===== config.mk =====
export PLATFORM = sky130hd
export DESIGN_NAME = deserializer
export DESIGN_NICKNAME = d
export VERILOG_FILES = /design/src/rtl/deserializer_pkg.sv /design/src/rtl/deser_bit_cnt.sv /design/src/rtl/deserializer.sv
export SDC_FILE = /design/constraint.sdc
export NUM_CORES = 1
export LEC_CHECK = 0
export CAP_MARGIN = 40
export CORE_AREA = 2 2 39 41
export DETAILED_ROUTE_END_ITERATION = 7
export DIE_AREA = 0 0 41 43
export PLACE_DENSITY = 0.69
export SETUP_SLACK_MARGIN = 0.1
export SLEW_MARGIN = 15
export SYNTH_ARGS = -nofsm -noshare
export SYNTH_HDL_FRONTEND = slang
export SYNTH_HIERARCHICAL = 1
export SYNTH_SLANG_ARGS = --single-unit

===== constraint.sdc =====
create_clock -name clk -period 1.76 [get_ports clk]
set_input_delay 0.264 -clock clk [delete_from_list [all_inputs] [get_ports clk]]
set_output_delay 0.264 -clock clk [all_outputs]
set_load 0.02 [all_outputs]

===== src/rtl/deserializer_pkg.sv =====
// Shared state encoding and default word width for the serial-to-parallel deserializer.
package deserializer_pkg;

  localparam int WIDTH_DEFAULT = 4;

  typedef enum logic [1:0] {
    IDLE   = 2'd0,
    SHIFT  = 2'd1,
    PARITY = 2'd2
  } deser_state_t;

endpackage


===== src/rtl/deser_bit_cnt.sv =====
// Bit-index down-counter: holds the position of the next expected serial bit.
module deser_bit_cnt
  import deserializer_pkg::*;
#(
  parameter int WIDTH = WIDTH_DEFAULT,
  parameter int SEL_W = 2
) (
  input  logic             clk,
  input  logic             rst,
  input  logic             load,
  input  logic [SEL_W-1:0] load_val,
  input  logic             dec,
  output logic [SEL_W-1:0] cnt
);

  always_ff @(posedge clk) begin
    if (rst)       cnt <= SEL_W'(WIDTH - 1);
    else if (load) cnt <= load_val;
    else if (dec)  cnt <= cnt - SEL_W'(1);
  end

endmodule


===== src/rtl/deserializer.sv =====
// MSB-first serial-to-parallel deserializer with valid/ready output and overflow pulse.
// Optional even-parity trailer bit enabled by macro DESERIALIZER_PARITY_EN.
//   state  | meaning
//   IDLE   | no bits collected, sel = WIDTH-1
//   SHIFT  | partial word in shift register
//   PARITY | data complete, awaiting parity bit (DESERIALIZER_PARITY_EN only)
module deserializer
  import deserializer_pkg::*;
#(
  parameter int WIDTH = WIDTH_DEFAULT,
  parameter int SEL_W = 2
) (
  input  logic             clk,
  input  logic             rst,
  input  logic             din,
  input  logic             din_valid,
  input  logic             frame_start,
  output logic [SEL_W-1:0] sel,
  output logic [WIDTH-1:0] dout,
  output logic             dout_valid,
  input  logic             dout_ready,
  output logic             overflow
`ifdef DESERIALIZER_PARITY_EN
  ,
  output logic             parity_err
`endif
);

  deser_state_t     state_q, state_d;
  logic [WIDTH-1:0] sreg_q, sreg_d;
  logic [WIDTH-1:0] word_c, out_word;
  logic             cnt_load, cnt_dec, deliver;
  logic [SEL_W-1:0] cnt_val;
`ifdef DESERIALIZER_PARITY_EN
  logic             perr;
`endif

  deser_bit_cnt #(.WIDTH(WIDTH), .SEL_W(SEL_W)) u_bit_cnt (
    .clk      (clk),
    .rst      (rst),
    .load     (cnt_load),
    .load_val (cnt_val),
    .dec      (cnt_dec),
    .cnt      (sel)
  );

  always_comb begin
    word_c = sreg_q;
    for (int i = 0; i < WIDTH; i++) begin
      if (sel == SEL_W'(i)) word_c[i] = din;
    end
  end

  always_ff @(posedge clk) begin
    if (rst) begin
      state_q <= IDLE;
      sreg_q  <= '0;
    end else begin
      state_q <= state_d;
      sreg_q  <= sreg_d;
    end
  end

  always_comb begin
    state_d  = state_q;
    sreg_d   = sreg_q;
    cnt_load = 1'b0;
    cnt_val  = SEL_W'(WIDTH - 1);
    cnt_dec  = 1'b0;
    deliver  = 1'b0;
    out_word = word_c;
`ifdef DESERIALIZER_PARITY_EN
    perr     = 1'b0;
`endif
    if (din_valid) begin
      if (frame_start) begin
        // Restart: din becomes the MSB of a fresh word
        sreg_d            = '0;
        sreg_d[WIDTH-1]   = din;
        cnt_load          = 1'b1;
        cnt_val           = SEL_W'(WIDTH - 2);
        state_d           = SHIFT;
      end else begin
        case (state_q)
          IDLE, SHIFT: begin
            if (sel == '0) begin
`ifdef DESERIALIZER_PARITY_EN
              sreg_d  = word_c;
              state_d = PARITY;
`else
              deliver  = 1'b1;
              sreg_d   = '0;
              cnt_load = 1'b1;
              state_d  = IDLE;
`endif
            end else begin
              sreg_d  = word_c;
              cnt_dec = 1'b1;
              state_d = SHIFT;
            end
          end
`ifdef DESERIALIZER_PARITY_EN
          PARITY: begin
            deliver  = 1'b1;
            out_word = sreg_q;
            perr     = (^sreg_q) ^ din;
            sreg_d   = '0;
            cnt_load = 1'b1;
            state_d  = IDLE;
          end
`endif
          default: state_d = IDLE;
        endcase
      end
    end
  end

  // A completed word is dropped only if the held word is still unconsumed
  always_ff @(posedge clk) begin
    if (rst) begin
      dout       <= '0;
      dout_valid <= 1'b0;
      overflow   <= 1'b0;
`ifdef DESERIALIZER_PARITY_EN
      parity_err <= 1'b0;
`endif
    end else begin
      overflow <= 1'b0;
      if (deliver) begin
        if (!dout_valid || dout_ready) begin
          dout       <= out_word;
          dout_valid <= 1'b1;
`ifdef DESERIALIZER_PARITY_EN
          parity_err <= perr;
`endif
        end else begin
          overflow <= 1'b1;
        end
      end else if (dout_valid && dout_ready) begin
        dout_valid <= 1'b0;
`ifdef DESERIALIZER_PARITY_EN
        parity_err <= 1'b0;
`endif
      end
    end
  end

endmodule


==> results by group <==
Floorplan
  – Row cnt: 14
  – I/O pins: 14
  – Initial Util: 0.3915
  – Core Footprint: 1384 um2
  – Area of the die: 1763 um2
  – Die Width: 41 um
  – Die Y: 43 um

CTS
  – Setup Fix Bufs, Post-CTS: 0
  – CTS tree: done
  – CTS buffer count: 3
  – Clock Path Buffers: 2
  – CTS sink count: 11
  – Root buf cell: clkbuf_4
  – H-tree depth: 1
  – CTS Hold Bufs: 0
  – Later-pin clock latency in the skew report: 270 ps
  – Reg clk slew, reported paths: 70 ps

Timing
  – Final Max Tran Viols: 0
  – Final setup violating endpoints: 0
  – RSZ-0062 raised after global routing: false
  – Final hold vios: 0
  – Clock skew: 1.454 ps
  – Shortest period the worst path allows: 1490 ps
  – FMAX: 0.6712 GHz
  – Tcrit/Tclk final: 0.8465

Finish
  – Antenna cells: 0
  – Commonest non-fill, non-tap cell in the layout: clkdlybuf4s50_1
  – Proportion of layout cells with a drive suffix above 1: 0.1688
  – Commonest cells after routing, fill and taps aside: clkdlybuf4s50_1 (11), nand2b_1 (10), dfxtp_1 (9)
  – Area growth syn-to-layout: 38.11%
  – Final cell count without fillers: 93
  – Post-layout nets: 84

Setup path
  – CP Max Fanout: 3
  – Arrival time worst endpoint: 1650 ps
  – Max incr delay on CP: 480 ps
  – CP required: 1920 ps
  – R2r worst-path depth: 5
  – Startpoint Class: input port
  – Worst Setup Path Type: input port to flip-flop
  – Crit-path cells: clkdlybuf4s50_1 -> inv_1 -> nor3_1 -> nor2b_1 -> nor3b_1 -> a2111o_1
  – Setup crit end kind: flip-flop
  – Slowest cell on the critical path: clkdlybuf4s50_1

Power and ir drop
  – Flop pwr share: 0.514
  – Pleak: 0.2734 nW
  – Switching Power: 0.1324 mW
  – Switch share: 0.2536
  – Overall Power: 0.5220 mW
  – Part of the power in the clock network: 0.335
  – Pint: 0.3896 mW
  – Max VDD drop: 0.3303 mV
  – Comb power frac: 0.151
  – Power Dens Cells: 697.7 nW/um2

Detailed routing
  – M1 WL: 513 um
  – Metal3 WL: 56 um
  – Via/cell ratio: 4.968
  – Routed WL: 1012 um
  – Max layer used: met4
  – Wirelength per Cell: 10.88 um
  – Drc violations: 0
  – Number of DRC markers in iteration 0: 5
  – Final ANT Viol Nets: 0
  – 1st-pass router iterations: 4
  – Via count: 462
  – Met2 routed WL: 408 um

GRT
  – Gr usage total: 0.1511
  – Grt ovf: 0
  – Initial antenna violation count: 0
  – Global-route wire length before repair: 1683 um
  – Vias in the first global route: 396
  – Largest net degree at the start of global routing: 11

Yosys
  – Mean Syn Cell Area: 9.505 um2
  – Yosys warning total: 6
  – Syn Nets: 63
  – Mapped Cells: 57
  – Count of cell types in the netlist: 23
  – Synth Cell Area: 541.8 um2
  – Seq/Total Area, Yosys: 0.4065
  – Synth Register Bits: 11

Status
  – Outcome: finished, final reports clean

Placement
  – Post-DP HPWL: 772.9 um
  – RD Place Congestion: 0.7574
  – Port bufs: 13
  – Placed insts: 89

Min path
  – Hold path cells: 2
  – Worst Hold Class: flip-flop to flip-flop

Flow run
  – Max Cap Viol: 0
==> metrics by stage <==
| stage | TNS, ps | worst slack (ps) | util | hold WS [ps] | instance area, um2 |
|---|---|---|---|---|---|
| 6_report | 0 | 270.1 | 0.5407 | 475.0 | 748.2 |
| 5_1_grt | 0 | 180.5 | 0.5407 | 486.4 | 748.2 |
| 3_3_place_gp | 0 | 53.74 | 0.5190 | 457.4 | 718.2 |
| 2_1_floorplan | 0 | 205.9 | - | 365.5 | 541.8 |
| 3_5_place_dp | -1.873 | -1.873 | 0.5190 | 468.2 | 718.2 |
| 4_1_cts | 0 | 137.6 | 0.5380 | 479.0 | 744.5 |
==> synth_stat cells, drive strengths merged <==
cell type / n / share of area
clkbuf: 1 / 0.0069
nor2b: 3 / 0.048
inv: 1 / 0.0069
nor2: 1 / 0.012
nand2b: 10 / 0.12
a21oi: 4 / 0.037
xnor2: 1 / 0.016
nand2: 3 / 0.021
o32ai: 1 / 0.016
nand3: 1 / 0.018
nand4b: 2 / 0.032
and2b: 1 / 0.014
nor3: 2 / 0.018
o21a: 2 / 0.028
and3: 1 / 0.021
o21ai: 2 / 0.018
mux2i: 5 / 0.092
a2111o: 1 / 0.021
nor3b: 2 / 0.028
conb: 1 / 0.0069
dfxtp: 11 / 0.41
xor2: 1 / 0.016
==> layout make-up <==
cell class,count,area (um2)
repair buffers,17,161.4
fillers,135,635.6
inverters,1,3.754
flip-flops and latches,11,222.7
clock buffers,4,26.28
well taps,16,20.02
multi-input cells,44,314.1
==> state kept, by name (all words and copies together), names as in the netlist <==
signal / count
dout: 4
dout_valid: 1
overflow: 1
sreg_q: 3
u_bit_cnt/cnt: 2
==> final timing paths <==
check                                     start                       endpoint  slack [ps]
setup / recovery                      din_valid  u_bit_cnt/cnt[1]$_SDFFE_PP1P_         270
hold / removal             dout[2]$_SDFFE_PP0P_           dout[2]$_SDFFE_PP0P_         470
setup reg to reg  u_bit_cnt/cnt[0]$_SDFFE_PP1P_  u_bit_cnt/cnt[1]$_SDFFE_PP1P_         310
hold reg to reg            dout[2]$_SDFFE_PP0P_           dout[2]$_SDFFE_PP0P_         470
==> routing by layer <==
metal  GRT usage  vias up
met4      0.1400        0
met3     0.04712        4
li1            -      239
met5           0        -
met1      0.1916      204
met2      0.1906       15
==> cell families (layout without fill, tap and decap cells) <==
logic type / count (synthesis) / count (layout) / share of synthesized area
DFF: 11 / 11 / 0.4065
xor gates and xnor gates: 2 / 2 / 0.03234
AOI/OAI and AO/OA: 10 / 10 / 0.1201
buffers and inverters: 2 / 22 / 0.01384
and+or+nand+nor: 26 / 26 / 0.3279
other: 1 / 1 / 0.006922
muxes: 5 / 5 / 0.09238
==> power by group through the flow <==
stage	clock network (mW)	logic [mW]	registers [mW]
after floorplan	0	0.0388	0.276
after global placement	0	0.0798	0.273
after detailed placement	0	0.0807	0.273
after CTS	0.186	0.0796	0.268
after global routing	0.205	0.0856	0.270
final	0.175	0.0788	0.268
==> worst max-delay path: cells and delay by family <==
kind / cells / cell delay [ps]
buf+inv: 2 / 540
simple gates: 3 / 510
compound gates: 1 / 330
==> repair_timing <==
action | 4_1_cts | 5_1_grt
endpoints found under the setup margin | 2 | 2
endpoints found under the hold margin | 0 | 0
cloned | 0 | 0
resized for setup | 2 | 2
Power figures use the tool's default switching activity.
==> variant, RTL diff (config.mk and constraints unchanged) <==
Reset style: asynchronous (`rst`), changed in 3 clocked blocks.
--- a/src/rtl/deser_bit_cnt.sv
+++ b/src/rtl/deser_bit_cnt.sv
@@ -13,7 +13,7 @@
   output logic [SEL_W-1:0] cnt
 );
 
-  always_ff @(posedge clk) begin
+  always_ff @(posedge clk or posedge rst) begin
     if (rst)       cnt <= SEL_W'(WIDTH - 1);
     else if (load) cnt <= load_val;
     else if (dec)  cnt <= cnt - SEL_W'(1);
--- a/src/rtl/deserializer.sv
+++ b/src/rtl/deserializer.sv
@@ -51,7 +51,7 @@
     end
   end
 
-  always_ff @(posedge clk) begin
+  always_ff @(posedge clk or posedge rst) begin
     if (rst) begin
       state_q <= IDLE;
       sreg_q  <= '0;
@@ -116,7 +116,7 @@
   end
 
   // A completed word is dropped only if the held word is still unconsumed
-  always_ff @(posedge clk) begin
+  always_ff @(posedge clk or posedge rst) begin
     if (rst) begin
       dout       <= '0;
       dout_valid <= 1'b0;
Check against the original RTL: differs if rst is asserted again (counterexample within 4 cycles, from zero or initial values and one cycle with rst high); with rst held inactive, the same outputs for 10 cycles.
==> variant against the original RTL <==
  * Sequential cell count is the same
  * Cell area grew 3.2%
  * Sequential share of layout area grew 6.2 points
  * Area after synthesis grew 3.5%
  * Setup slack lost 0.083 ns
  * First-iteration DRC count shrank 20%
  * Wire length grew 2.3%
  * Highest routed layer unchanged
Power is not compared: it rests on default switching activity, and its combinational part moved more than twofold at a synthesized area within 25%.
==> variant: results (changes against the original RTL) <==
Parameter                              Value

Critical path
  Library cell contributing the largest single delay on the critical path    dfstp_2
  Origin of the critical flop-to-flop path    u_bit_cnt/cnt[0]
  R2R Path End    u_bit_cnt/cnt[1]
  Critical Path Start    u_bit_cnt/cnt[0]
  Family of cells with the greatest summed delay on the critical path    flip-flops
  CP endpoint    sel[0]
  Critical-path maximum fanout    9 (+6)
  Slack of the worst reg-to-reg path    0.27 ns (-0.04 ns)
  Worst R2R Path Depth    4 (-1)

Finish
  Non-clock buffering overhead in the final layout    21.4% (-0.18 points)
  Sequential portion of the cell area    36.0% (+6.2 points)
  Multi-input combinational cell count    33 (-25%)
  Clock network share of area    3.40% (-0.11 points)
  Final net count    77 (-8.3%)
  Share of cells above drive strength 1    25.7% (+8.8 points)
  Non-clock buffer instance count of the final layout    18 (+1)
  Non-Clock Inverter Count    4 (+3)

Synthesis
  Share of flip-flops with an asynchronous set or reset after synthesis    100% (+100 points)
  Share of the synthesized area in compound gates (AO/OA/AOI/OAI)    12.7% (+0.71 points)
  Share of synthesized area spent on multiplexers    10.7% (+1.5 points)
  Synth top area cells    dfrtp_1 (40%), mux2_4 (11%), dfstp_2 (9.4%)
  Count of distinct cell types in the synthesized netlist    22 (-4.3%)
  Synth cell count leaders    dfrtp_1 (9), nand2_1 (5), inv_1 (4), mux2_4 (4)
  Net count after synthesis    54 (-14%)
  Post-synthesis area per instance    11.7 sq um (+23%)
  Portion of the post-synthesis area used by sequential elements    49.6% (+8.9 points)

Hold path
  Worst min-delay path category    in -> async

Detailed routing
  Detailed-route wire length per cell    12.0 microns (+11%)
  First-iteration detailed-routing DRC count    4 (-1)
  First-pass iteration count of the detailed router    3 (-1)
  DR vias/cell    5.05 (+1.6%)

Placement
  Final weighted congestion in routability-driven placement    0.702 (-7.3%)
  Dpl hpwl    812 microns (+5.1%)

STA
  Clk_skew    0.00191 ns (+0.000457 ns)
  WHS    0.283 ns (-0.192 ns)

GRT
  Wire length of the first global-routing pass    1.82 mm (+8.2%)
  Overall global routing resource usage    15.7% (+0.60 points)
  Via count of the first global-routing pass    419 (+5.8%)
  Largest net degree at the start of global routing    10 (-1)

Outcome
  Run status    finished clean
variant: per-stage QoR:
stage,setup slack (ns),area [sq um]
CTS,0.166,772
detailed placement,0.0600,748
finish,0.188,772
floorplan,0.222,561
global placement,0.110,748
global route,0.130,772
variant: how the worst min path moves through the flow:
stage | to | startpoint | cells past startpoint
6_report | sreg_q[3] | rst | 2
3_5_place_dp | sreg_q[2] | sreg_q[2] | 1
2_1_floorplan | dout[0] | rst | 1
4_1_cts | sreg_q[3] | rst | 2
3_3_place_gp | sreg_q[3] | sreg_q[3] | 1
5_1_grt | sreg_q[3] | rst | 2
variant: routing by layer:
layer / GRT usage (%) / share of wire (%) / wire, microns / vias to the layer above
li1: - / - / - / 213
met1: 19.9 / 45 / 464 / 209
met2: 23.1 / 49 / 508 / 10
met3: 4.71 / 4.9 / 51 / 2
met4: 8.00 / 1.1 / 11 / 0
met5: 0 / 0 / 0 / -
variant: what timing repair did:
item | CTS | global route
resized for setup | 2 | 0
setup buffers | 0 | 0
setup endpoints to repair | 2 | 0
